<file path="config.mk">
export PLATFORM = sky130hd
export DESIGN_NAME = hazard_forward_unit
export DESIGN_NICKNAME = d
export VERILOG_FILES = /design/src/rtl/pipeline_pkg.sv /design/src/rtl/fwd_select.sv /design/src/rtl/hazard_forward_unit.sv
export SDC_FILE = /design/constraint.sdc
export NUM_CORES = 1
export LEC_CHECK = 0
export ABC_AREA = 1
export CELL_PAD_IN_SITES_DETAIL_PLACEMENT = 0
export CELL_PAD_IN_SITES_GLOBAL_PLACEMENT = 1
export CORE_MARGIN = 2
export CORE_UTILIZATION = 28
export DETAILED_ROUTE_END_ITERATION = 6
export PLACE_DENSITY = 0.76
export SYNTH_ARGS = -nofsm -noshare
export SYNTH_HDL_FRONTEND = slang
export SYNTH_HIERARCHICAL = 1
export SYNTH_SLANG_ARGS = --single-unit
export TNS_END_PERCENT = 10
</file>
<file path="constraint.sdc">
create_clock -name clk -period 1.2 [get_ports clk]
set_input_delay 0.12 -clock clk [delete_from_list [all_inputs] [get_ports clk]]
set_output_delay 0.12 -clock clk [all_outputs]
set_load 0.01 [all_outputs]
</file>
<file path="src/rtl/pipeline_pkg.sv">
// Shared pipeline types: forwarding select encodings, mult/div FSM state and
// register-field constants used by the hazard/forwarding logic.
package pipeline_pkg;

    localparam int unsigned REG_W    = 5;
    localparam int unsigned FWD_W    = 2;
    localparam int unsigned MD_CNT_W = 4;

    localparam logic [REG_W-1:0] REG_ZERO = 5'd0;

    typedef enum logic [FWD_W-1:0] {
        FWD_RF  = 2'd0,
        FWD_EX  = 2'd1,
        FWD_MEM = 2'd2,
        FWD_WB  = 2'd3
    } fwd_sel_e;

    typedef enum logic {
        RUN     = 1'b0,
        MD_BUSY = 1'b1
    } md_state_e;

endpackage

</file>
<file path="src/rtl/fwd_select.sv">
// Priority selector for one ID operand: EX > MEM > WB > register file.
// Register 0 is never forwarded.
module fwd_select
    import pipeline_pkg::*;
(
    input  logic [4:0] src,
    input  logic [4:0] ex_wd,
    input  logic       ex_we,
    input  logic [4:0] mem_wd,
    input  logic       mem_we,
    input  logic [4:0] wb_wd,
    input  logic       wb_we,
    output logic [1:0] sel_c
);

    always_comb begin
        sel_c = FWD_RF;
        if (src != REG_ZERO) begin
            if (ex_we && (ex_wd == src)) begin
                sel_c = FWD_EX;
            end else if (mem_we && (mem_wd == src)) begin
                sel_c = FWD_MEM;
            end else if (wb_we && (wb_wd == src)) begin
                sel_c = FWD_WB;
            end
        end
    end

endmodule

</file>
<file path="src/rtl/hazard_forward_unit.sv">
// Stall/forwarding controller for the 5-stage pipeline with a mult/div busy tracker.
// Optional stall performance counter enabled by defining HAZARD_PERF_CNT_EN.
module hazard_forward_unit
    import pipeline_pkg::*;
#(
    parameter int unsigned MD_LATENCY = 4,
    parameter int unsigned CNT_W      = 32
) (
    input  logic             clk,
    input  logic             reset,
    input  logic [4:0]       id_rs,
    input  logic [4:0]       id_rt,
    input  logic             id_uses_rs,
    input  logic             id_uses_rt,
    input  logic             id_is_md,
    input  logic             id_uses_hilo,
    input  logic [4:0]       ex_wd,
    input  logic [4:0]       mem_wd,
    input  logic [4:0]       wb_wd,
    input  logic             ex_reg_write,
    input  logic             mem_reg_write,
    input  logic             wb_reg_write,
    input  logic             ex_load,
    output logic             pc_le,
    output logic             ifid_le,
    output logic             idex_nop,
    output logic [1:0]       fwd_a,
    output logic [1:0]       fwd_b,
    output logic             md_busy
`ifdef HAZARD_PERF_CNT_EN
    ,
    output logic [CNT_W-1:0] stall_cnt
`endif
);

    if ((MD_LATENCY < 2) || (MD_LATENCY > 15) || (CNT_W == 0)) begin : g_bad_param
        $error("hazard_forward_unit: MD_LATENCY must be 2..15 and CNT_W nonzero");
    end

    localparam logic [MD_CNT_W-1:0] MD_LOAD = MD_CNT_W'(MD_LATENCY - 1);

    md_state_e           state_q, state_d;
    logic [MD_CNT_W-1:0] md_cnt_q, md_cnt_d;

    logic       load_use_c;
    logic       md_hazard_c;
    logic       stall_c;
    logic [1:0] fwd_a_c;
    logic [1:0] fwd_b_c;

    fwd_select u_fwd_rs (
        .src    (id_rs),
        .ex_wd  (ex_wd),
        .ex_we  (ex_reg_write),
        .mem_wd (mem_wd),
        .mem_we (mem_reg_write),
        .wb_wd  (wb_wd),
        .wb_we  (wb_reg_write),
        .sel_c  (fwd_a_c)
    );

    fwd_select u_fwd_rt (
        .src    (id_rt),
        .ex_wd  (ex_wd),
        .ex_we  (ex_reg_write),
        .mem_wd (mem_wd),
        .mem_we (mem_reg_write),
        .wb_wd  (wb_wd),
        .wb_we  (wb_reg_write),
        .sel_c  (fwd_b_c)
    );

    assign md_busy = (state_q == MD_BUSY);

    // Reset forces a clean "run, no forwarding" view regardless of ID/EX contents.
    always_comb begin
        load_use_c  = ex_load && ex_reg_write && (ex_wd != REG_ZERO) &&
                      ((id_uses_rs && (ex_wd == id_rs)) || (id_uses_rt && (ex_wd == id_rt)));
        md_hazard_c = md_busy && (id_uses_hilo || id_is_md);
        stall_c     = !reset && (load_use_c || md_hazard_c);
        pc_le       = !stall_c;
        ifid_le     = !stall_c;
        idex_nop    = stall_c;
        fwd_a       = reset ? 2'(FWD_RF) : fwd_a_c;
        fwd_b       = reset ? 2'(FWD_RF) : fwd_b_c;
    end

    always_ff @(posedge clk or posedge reset) begin
        if (reset) begin
            state_q  <= RUN;
            md_cnt_q <= '0;
        end else begin
            state_q  <= state_d;
            md_cnt_q <= md_cnt_d;
        end
    end

    // A stalled mult/div does not issue; the busy count runs down even while stalled.
    always_comb begin
        state_d  = state_q;
        md_cnt_d = md_cnt_q;
        case (state_q)
            RUN: begin
                if (id_is_md && !stall_c) begin
                    state_d  = MD_BUSY;
                    md_cnt_d = MD_LOAD;
                end
            end
            MD_BUSY: begin
                if (md_cnt_q <= MD_CNT_W'(1)) begin
                    state_d  = RUN;
                    md_cnt_d = '0;
                end else begin
                    md_cnt_d = md_cnt_q - MD_CNT_W'(1);
                end
            end
            default: begin
                state_d  = RUN;
                md_cnt_d = '0;
            end
        endcase
    end

`ifdef HAZARD_PERF_CNT_EN
    logic [CNT_W-1:0] stall_cnt_q, stall_cnt_d;

    always_ff @(posedge clk or posedge reset) begin
        if (reset) begin
            stall_cnt_q <= '0;
        end else begin
            stall_cnt_q <= stall_cnt_d;
        end
    end

    // Saturating count of stalled cycles.
    always_comb begin
        stall_cnt_d = stall_cnt_q;
        if (stall_c && (stall_cnt_q != {CNT_W{1'b1}})) begin
            stall_cnt_d = stall_cnt_q + CNT_W'(1);
        end
    end

    assign stall_cnt = stall_cnt_q;
`endif

endmodule

</file>
==> impl_results.md, run 1 <==
* # placed instances at 344
* Period minus WS final at 1.273 ns
* Hpwl dp at 2.886 mm
* CTS clock-pin slew for the worst setup and hold paths at 0.04 ns
* DR vias at 1,465
* Type of destination of the critical path: output port
* Area Growth Syn to Fin at 58.00%
* Hold Vio Cnt, Final at 0
* Initial antenna violation count at 0
* Max rail drop VDD at 576.1 uV
* Largest net degree at the start of global routing at 9
* Via density at 4.210
* FILL cells at 474
* Crit start category: input port
* CTS tree: yes
* Yosys top cell area share at 26.87%
* Syn Nets at 271
* RSZ-0062 raised after global routing: true
* Final net count at 336
* ANT cells at 0
* Seq cells post-synth at 5
* First-pass GRT wire length at 5.616 mm
* Top cells by area, synth: nand2_1 27%, inv_1 12%, nor2_1 11%
* Arr. time, crit path at 1.15 ns
* Skew-Pair Late Insertion Delay at 0.22 ns
* Fin Clk Skew at 0.001425 ns
* ANT nets after route at 0
* Routed WL per cell at 10.32 microns
* Port Buffer Count at 42
* Critical Path Fanout Max at 3
* Commonest non-fill, non-tap cell in the layout: nand2_1
* Slew Limit Fails at 0
* Layout cells sized above 1 at 37.92%
* Vias in the first global route at 1,264
* Chip width at 68.74 microns
* Core Footprint at 4029 sq um
* I/O pins at 43
* FMAX at 785.6 MHz
* Hold Path Class: input port to asynchronous set/reset pin
* WHS at 0.3562 ns
* Critical path cell sequence: buf_2 -> buf_6 -> xor2_1 -> nor2_1 -> nand3_2 -> a21oi_2 -> inv_1 -> nor2_1 -> buf_2
* Max incr delay on CP at 0.19 ns
* Total Routed Length at 3.591 mm
* Power, Total at 1.798 mW
* Drt pass-1 iters at 4
* CTS root buffer: clkbuf_8
* Total gr overflow at 0
* Most frequent cells in the layout: 74 x nand2_1, 34 x inv_1, 29 x nor2_1
* Chip height at 68.74 microns
* Post-Syn Instances at 234
* Post-synthesis area per instance at 5.015 sq um
* WS Path Type: input port to output port
* Setup slack after layout at -0.07290 ns
* Top cell type by total area after synthesis: nand2_1
* Synthesized area at 1174 sq um
* WP data required at 1.08 ns
* Worst slew pin tran at 0.2394 ns
* Status: complete, but fails checks
* Post-Place Cell Area at 1792 sq um
* Total CTS buffers at 3
* Pleak at 1.097 nW
* PwrDens at 969.5 nW/um^2
* Fin cells at 348
* Rel. slew slack at 83.92%
* Post-CTS Hold Fix Bufs at 0
* Drt first-iter violations at 46
* Synth unique cells at 22
* Multi-input gate area at 963.4 sq um
* Gr usage total at 15.54%
* Fin crit share at 106.1%
* CP max-delay cell: nor2_1
* Violated checks: setup timing
* Clk sinks at 5
* H-tree Lvls at 1
* FP Rows at 23
* Max Cap Viol at 0
* Register area share after synthesis at 10.66%
* Yosys warns at 6
* Final setup fails at 4
* Cell area after layout at 1854 sq um
* # DRC at 0
* Die Area at 4725 sq um
* Initial Util at 29.13%
* Worst-case clock buffer depth at 2
* FF/Latch Area at 125.1 sq um
* Routability cong. at 0.7769
synth_stat cells:
cell	count
a21oi_2	2
nand4_1	3
o22ai_1	1
clkinv_1	2
nand3_1	8
o21ai_1	6
ha_1	2
nand2_1	84
xor2_1	6
inv_2	11
nor3_1	3
nand2_2	6
nor2_2	5
nor2_4	2
buf_4	1
o21ai_0	5
nand3_2	4
nor2_1	35
xnor2_1	4
inv_1	37
a21oi_1	2
dfrtp_1	5
cell type report:
class | instances | area share, %
timing repair buffer | 61 | 25.24
clock buffer | 4 | 2.429
sequential | 5 | 6.748
inverter | 50 | 10.26
tap | 50 | 3.374
multi-input combinational | 178 | 51.96
timing repair:
item,4_1_cts,5_1_grt
gates resized for setup,128,56
pin swaps,22,29
gates cloned,0,0
hold endpoints to repair,0,0
setup buffers,0,0
setup endpoints to repair,13,12
sequential cells by signal, indices dropped and copies added (netlist names):
name / cells
md_busy: 1
md_cnt_q: 4
stage by stage:
stage / TNS, ns / util [%] / setup slack [ns]
detailed placement: -9.809 / 44.47 / -0.9683
CTS: -0.3917 / 43.73 / -0.1162
finish: -0.2022 / 46.02 / -0.07290
global placement: -9.836 / 44.47 / -0.9641
global route: -1.220 / 46.02 / -0.1714
floorplan: 0 / - / 0.08594
routing by layer:
metal  up-vias  routed length, microns  global-route usage (%)
met5         -                       0                       0
met4         0                       0                  0.9804
met3         0                     152                   2.273
met2        27                    1697                   26.80
met1       616                    1741                   21.37
li1        822                       -                       -
kinds of logic after synthesis:
| kind of cell | share of synthesized area [%] |
|---|---|
| AOI/OAI and AO/OA | 7.570 |
| xor gates and xnor gates | 7.462 |
| adders and majority gates | 2.132 |
| buffers and inverters | 16.63 |
| DFF | 10.66 |
| and+or+nand+nor | 55.54 |
power breakdown:
group / total (mW) / internal (mW) / switching, mW
sequential: 0.325 / 0.253 / 0.0717
combinational: 1.17 / 0.547 / 0.620
clock: 0.306 / 0.228 / 0.0781
worst max-delay path, delay by kind of cell:
| family | cells | cell delay [ns] |
|---|---|---|
| xor gates and xnor gates | 1 | 0.13 |
| buffers and inverters | 4 | 0.40 |
| AOI/OAI and AO/OA | 1 | 0.12 |
| and+or+nand+nor | 3 | 0.37 |
final timing paths:
| path | slack (ns) | cells past startpoint | endpoint | startpoint |
|---|---|---|---|---|
| worst max-delay path | -0.07 | 9 | fwd_b[0] | id_rt[4] |
| worst min-delay path | 0.36 | 3 | md_busy | reset |
| worst max register to register | 0.05 | 6 | md_cnt_q[3] | md_cnt_q[0] |
| worst min register to register | 0.58 | 2 | md_cnt_q[3] | md_cnt_q[3] |
| max in group asynchronous | 0.73 | 3 | md_cnt_q[3] | reset |
| min in group clk | 0.58 | 2 | md_cnt_q[3] | md_cnt_q[3] |
Power figures use the tool's default switching activity.
==> run 2: changes to the inputs <==
- CAP_MARGIN: unset -> 0
- PLACE_DENSITY: 0.76 -> 0.8
==> run 2 against run 1 <==
Compared with the run above:
- the flow now finishes without violations
- die area is the same
- fmax grew 7.2%
- count of clock-buffer cells in the layout is the same
- critical path depth grew 1
- sequential share of layout area grew 0.22 points
- core utilization shrank 1.4 points
- design area shrank 3.1%
- flip-flop and latch count is the same
- via count shrank 0.48%
- sequential power shrank 3%
- critical path type unchanged
- largest power group unchanged
- highest routed layer is now met4
==> impl_results.md, run 2 (synthesized netlist as in run 1, its figures left out) <==
* CTS clock-pin slew for the worst setup and hold paths at 0.04 ns
* Layout cells sized above 1 at 35.84%
* Biggest register: md_cnt_q
* Hold Vio Cnt, Final at 0
* Largest net degree at the start of global routing at 9
* Vias in the first global route at 1,224
* Post-CTS Hold Fix Bufs at 0
* Total Routed Length at 3.413 mm
* Most frequent cells in the layout: 74 x nand2_1, 34 x inv_1, 30 x nor2_1
* Worst slew pin tran at 0.2245 ns
* Rel. slew slack at 84.92%
* Fin Clk Skew at 0.003878 ns
* Fin cells at 343
* Final Util at 44.60%
* Net Sw Frac at 41.86%
* Switching power at 0.7068 mW
* Area Growth Syn to Fin at 53.09%
* Core Footprint at 4029 sq um
* Worst R2R Path Depth at 7
* Die Area at 4725 sq um
* Hpwl dp at 2.862 mm
* Setup Fix Bufs, Post-CTS at 0
* PwrDens at 939.8 nW/um^2
* Max incr delay on CP at 0.14 ns
* Max Cap Viol at 0
* Status: complete, no violations
* Critical path cell sequence: buf_2 -> inv_1 -> nand2_1 -> o21ai_1 -> nor2_1 -> nand3_2 -> a21oi_2 -> inv_1 -> nor2_1 -> buf_2
* Clock power share at 18.5%
* CTS tree: yes
* Initial Util at 29.13%
* Chip height at 68.74 microns
* Final net count at 331
* WS Path Type: input port to output port
* CP max-delay cell: nor2_1
* Via density at 4.251
* Final setup fails at 0
* Critical path buffers and inverters at 4
* # placed instances at 339
* Setup TNS at 0 ns
* RSZ-0062 raised after global routing: true
* ANT cells at 0
* I/O pins at 43
* Total CTS buffers at 3
* DR vias at 1,458
* Combinational group share of total power at 62.7%
* Commonest non-fill, non-tap cell in the layout: nand2_1
* Routability cong. at 0.8336
* Max rail drop VDD at 355.4 uV
* FP Rows at 23
* ANT nets after route at 0
* Cell family with most CP delay: simple AND/OR/NAND/NOR gates
* Fin crit share at 98.95%
* CTS root buffer: clkbuf_8
* Type of destination of the critical path: output port
* FMAX at 842.2 MHz
* Gr usage total at 14.91%
* Critical Path Fanout Max at 5
* Drt pass-1 iters at 4
* Max reg flops at 4
* Crit. path cell count at 10
* FILL cells at 465
* Clk sinks at 5
* Chip width at 68.74 microns
* Initial antenna violation count at 0
* First-pass GRT wire length at 5.306 mm
* Crit start category: input port
* Seq pwr share at 18.7%
* Drt first-iter violations at 46
* Total gr overflow at 0
* H-tree Lvls at 1
* Skew-Pair Late Insertion Delay at 0.22 ns
* Arr. time, crit path at 1.07 ns
* Period minus WS final at 1.187 ns
* Hold Path Class: input port to asynchronous set/reset pin
* Worst-case clock buffer depth at 2
* Cell Int Power at 0.9818 mW
* Pleak at 1.065 nW
* WHS at 0.3069 ns
* Routed WL per cell at 9.950 microns
* Port Buffer Count at 42
* WP data required at 1.08 ns
* Slew Limit Fails at 0
* # DRC at 0
==> run 2: changes by cell type in the layout (fill, tap and decap cells not counted), moves of 2 or more <==
cell,delta
buf_2,-4
inv_2,-4
clkbuf_2,+3
dlygate4sd2_1,-3
inv_4,+3
buf_4,-2
o21ai_1,+2
==> run 2: per-layer routing <==
metal | GRT usage [%] | vias up | wire length, microns
met3 | 0.4870 | 5 | 129
met1 | 19.86 | 604 | 1627
met2 | 25.60 | 32 | 1616
met5 | 0 | - | 0
met4 | 5.392 | 0 | 40
li1 | - | 817 | -
==> run 2: worst paths after layout <==
kind | from | end | slack [ns]
worst max-delay path | ex_wd[2] | fwd_a[0] | 0.01
max in group asynchronous | reset | md_cnt_q[0] | 0.78
worst max register to register | md_cnt_q[0] | md_cnt_q[1] | 0.03
min in group clk | md_cnt_q[3] | md_cnt_q[3] | 0.56
worst min register to register | md_cnt_q[3] | md_cnt_q[3] | 0.56
worst min-delay path | reset | md_cnt_q[3] | 0.31
==> run 2: worst min-delay path, delay by kind of cell <==
family   cells  cell delay (ns)
buf+inv      3             0.73
==> run 2: metrics by stage <==
| stage | power (mW) | instance area [sq um] | setup slack, ns |
|---|---|---|---|
| floorplan | 0.8713 | 1174 | 0.08594 |
| global placement | 1.348 | 1754 | -1.023 |
| detailed placement | 1.356 | 1754 | -0.9899 |
| CTS | 1.631 | 1738 | -0.09834 |
| global route | 1.837 | 1797 | -0.08085 |
| finish | 1.689 | 1797 | 0.01265 |
==> run 2: timing repair <==
| action | CTS | global route |
|---|---|---|
| setup endpoints to repair | 13 | 12 |
| pin swaps | 23 | 19 |
| resized for setup | 137 | 60 |
==> run 2: cell type report <==
class                   instances  area [sq um]  area share, %
multi-input cells             178         933.4          51.95
repair buffers                 56         432.9          24.09
inverters                      50         197.7          11.00
flip-flops and latches          5         125.1          6.964
well taps                      50         62.56          3.482
clock buffers                   4         45.04          2.507
==> run 2: power by group through the flow <==
stage	sequential, mW	combinational (mW)	clock [mW]
CTS	0.312	0.998	0.320
detailed placement	0.313	1.04	0
finish	0.316	1.06	0.313
floorplan	0.321	0.551	0
global placement	0.313	1.03	0
global route	0.326	1.18	0.327
==> run 3: changes to the inputs <==
- PLACE_DENSITY: 0.8 -> unset
- PLACE_DENSITY_LB_ADDON: unset -> 0.1
==> run 3 against run 2 <==
Compared with the run above:
- the flow now finishes with violations (setup timing)
- first-iteration DRC count fell by 30%
- combinational power up 13%
- design area rose by 7.9%
- largest power group unchanged
==> impl_results.md, run 3 (synthesized netlist as in run 1, its figures left out) <==
* Status: complete, but fails checks
* Violated checks: setup timing
* Chip height at 68.74 microns
* Multi-input gate area at 994.7 sq um
* FP Rows at 23
* Arr. time, crit path at 1.12 ns
* Pleak at 1.121 nW
* Max rail drop VDD at 369.3 uV
* Slew Limit Fails at 0
* Skew-Pair Late Insertion Delay at 0.21 ns
* WS Path Type: input port to output port
* Period minus WS final at 1.236 ns
* Vias in the first global route at 1,365
* Critical Path Fanout Max at 5
* Drt pass-1 iters at 4
* Max Cap Viol at 0
* Initial Util at 29.13%
* Critical path cell sequence: buf_4 -> inv_4 -> nand2_2 -> nand2_2 -> nor2_4 -> nand2_2 -> nor2_2 -> nand2_2 -> a21oi_2 -> inv_1 -> nor2_1 -> buf_2
* Hpwl dp at 3.066 mm
* Hold Vio Cnt, Final at 0
* Fin crit share at 103.0%
* Setup slack after layout at -0.03614 ns
* Final net count at 340
* Combinational group share of total power at 66.1%
* Initial antenna violation count at 0
* Seq pwr share at 17.3%
* Fin Clk Skew at 0.00008436 ns
* WP data required at 1.08 ns
* Largest net degree at the start of global routing at 9
* Cell family with most CP delay: simple AND/OR/NAND/NOR gates
* Core Footprint at 4029 sq um
* Routability cong. at 0.8132
* Cell Int Power at 1.050 mW
* FF/Latch Area at 125.1 sq um
* Post-CTS Hold Fix Bufs at 0
* DR vias at 1,474
* Total gr overflow at 0
* Rel. slew slack at 84.99%
* Hold Path Class: input port to asynchronous set/reset pin
* Total Routed Length at 3.723 mm
* Chip width at 68.74 microns
* ANT cells at 0
* Clk sinks at 5
* Drt first-iter violations at 32
* Via density at 4.188
* Die Area at 4725 sq um
* # DRC at 0
* Clock power share at 16.6%
* RSZ-0062 raised after global routing: true
* H-tree Lvls at 1
* Max incr delay on CP at 0.13 ns
* Crit start category: input port
* WHS at 0.3019 ns
* Register-to-register setup slack at 0.05 ns
* FMAX at 809.0 MHz
* Gr usage total at 17.06%
* Area Growth Syn to Fin at 65.25%
* PwrDens at 940.0 nW/um^2
* CTS clock-pin slew for the worst setup and hold paths at 0.04 ns
* Commonest non-fill, non-tap cell in the layout: nand2_1
* ANT nets after route at 0
* Worst-case clock buffer depth at 2
* First-pass GRT wire length at 6.113 mm
* Worst slew pin tran at 0.2235 ns
* Switching power at 0.7731 mW
* Max reg flops at 4
* CTS tree: yes
* Most used cell, CP: nand2_2
* Routed WL per cell at 10.58 microns
* Final setup fails at 3
* Most frequent cells in the layout: 69 x nand2_1, 33 x inv_1, 27 x nor2_1
* FILL cells at 449
* Layout cells sized above 1 at 42.72%
* Biggest register: md_cnt_q
* Critical path buffers and inverters at 4
* Type of destination of the critical path: output port
* Total CTS buffers at 3
* Port Buffer Count at 42
* CP max-delay cell: buf_2
* Pre-CTS WS at -1.002 ns
* Net Sw Frac at 42.41%
* CTS root buffer: clkbuf_8
* I/O pins at 43
## run 3: changes by cell type in the layout (fill, tap and decap cells not counted), moves of 4 or more
| cell | previous run | this run |
|---|---|---|
| buf_2 | 9 | 13 |
| buf_4 | 20 | 25 |
| clkbuf_2 | 8 | 4 |
| nand2_1 | 74 | 69 |
| nand2_2 | 16 | 21 |
## run 3: through the flow
step                total power, mW  area, sq um   TNS, ns  utilization (%)  instances
finish                        1.823         1939  -0.07798            48.14        352
global route                  2.006         1939   -0.8564            48.14        352
CTS                           1.656         1817   -0.4893            45.09        349
global placement              1.385         1799    -9.711            44.66        345
detailed placement            1.381         1799    -9.908            44.66        345
floorplan                    0.8713         1174         0                -        234
## run 3: power by group through the flow
stage                     Clock (mW)  Sequential [mW]  Combinational [mW]
after detailed placement           0            0.312                1.07
after global routing           0.326            0.324                1.36
after global placement             0            0.313                1.07
after CTS                      0.307            0.310                1.04
final                          0.302            0.316                1.20
after floorplan                    0            0.321               0.551
## run 3: final timing paths
path                             start          end  cells after the start
max                           id_rt[3]     fwd_b[0]                     12
min                              reset  md_cnt_q[1]                      3
max reg2reg                md_cnt_q[0]  md_cnt_q[1]                      6
min reg2reg                md_cnt_q[2]  md_cnt_q[2]                      2
max in group asynchronous        reset  md_cnt_q[0]                      3
min in group clk           md_cnt_q[2]  md_cnt_q[2]                      2
## run 3: worst register-to-register path: stages (launching register included)
cell,delay (ns)
dfrtp_1,0.39
ha_1,0.21
o21ai_2,0.14
nand2_2,0.11
o22ai_2,0.12
inv_1,0.06
nand2_1,0.06
## run 3: final cells by class
type	count	share of cell area (%)
clock buffers	4	2.323
inverters	50	10.19
multi-input cells	178	51.29
flip-flops and latches	5	6.452
well taps	50	3.226
repair buffers	65	26.52
## run 3: routing by layer
| metal | GRT usage (%) | part of all wire (%) | vias up |
|---|---|---|---|
| li1 | - | - | 832 |
| met1 | 23.55 | 46 | 614 |
| met2 | 29.81 | 49 | 26 |
| met3 | 1.623 | 4.9 | 2 |
| met4 | 1.471 | 0.19 | 0 |
| met5 | 0 | 0 | - |
## run 3: timing repair
| action | in CTS | in global routing |
|---|---|---|
| gates resized for setup | 146 | 76 |
| gates cloned | 0 | 0 |
| setup buffers | 0 | 3 |
| pin swaps | 26 | 36 |
| setup endpoints to repair | 13 | 12 |
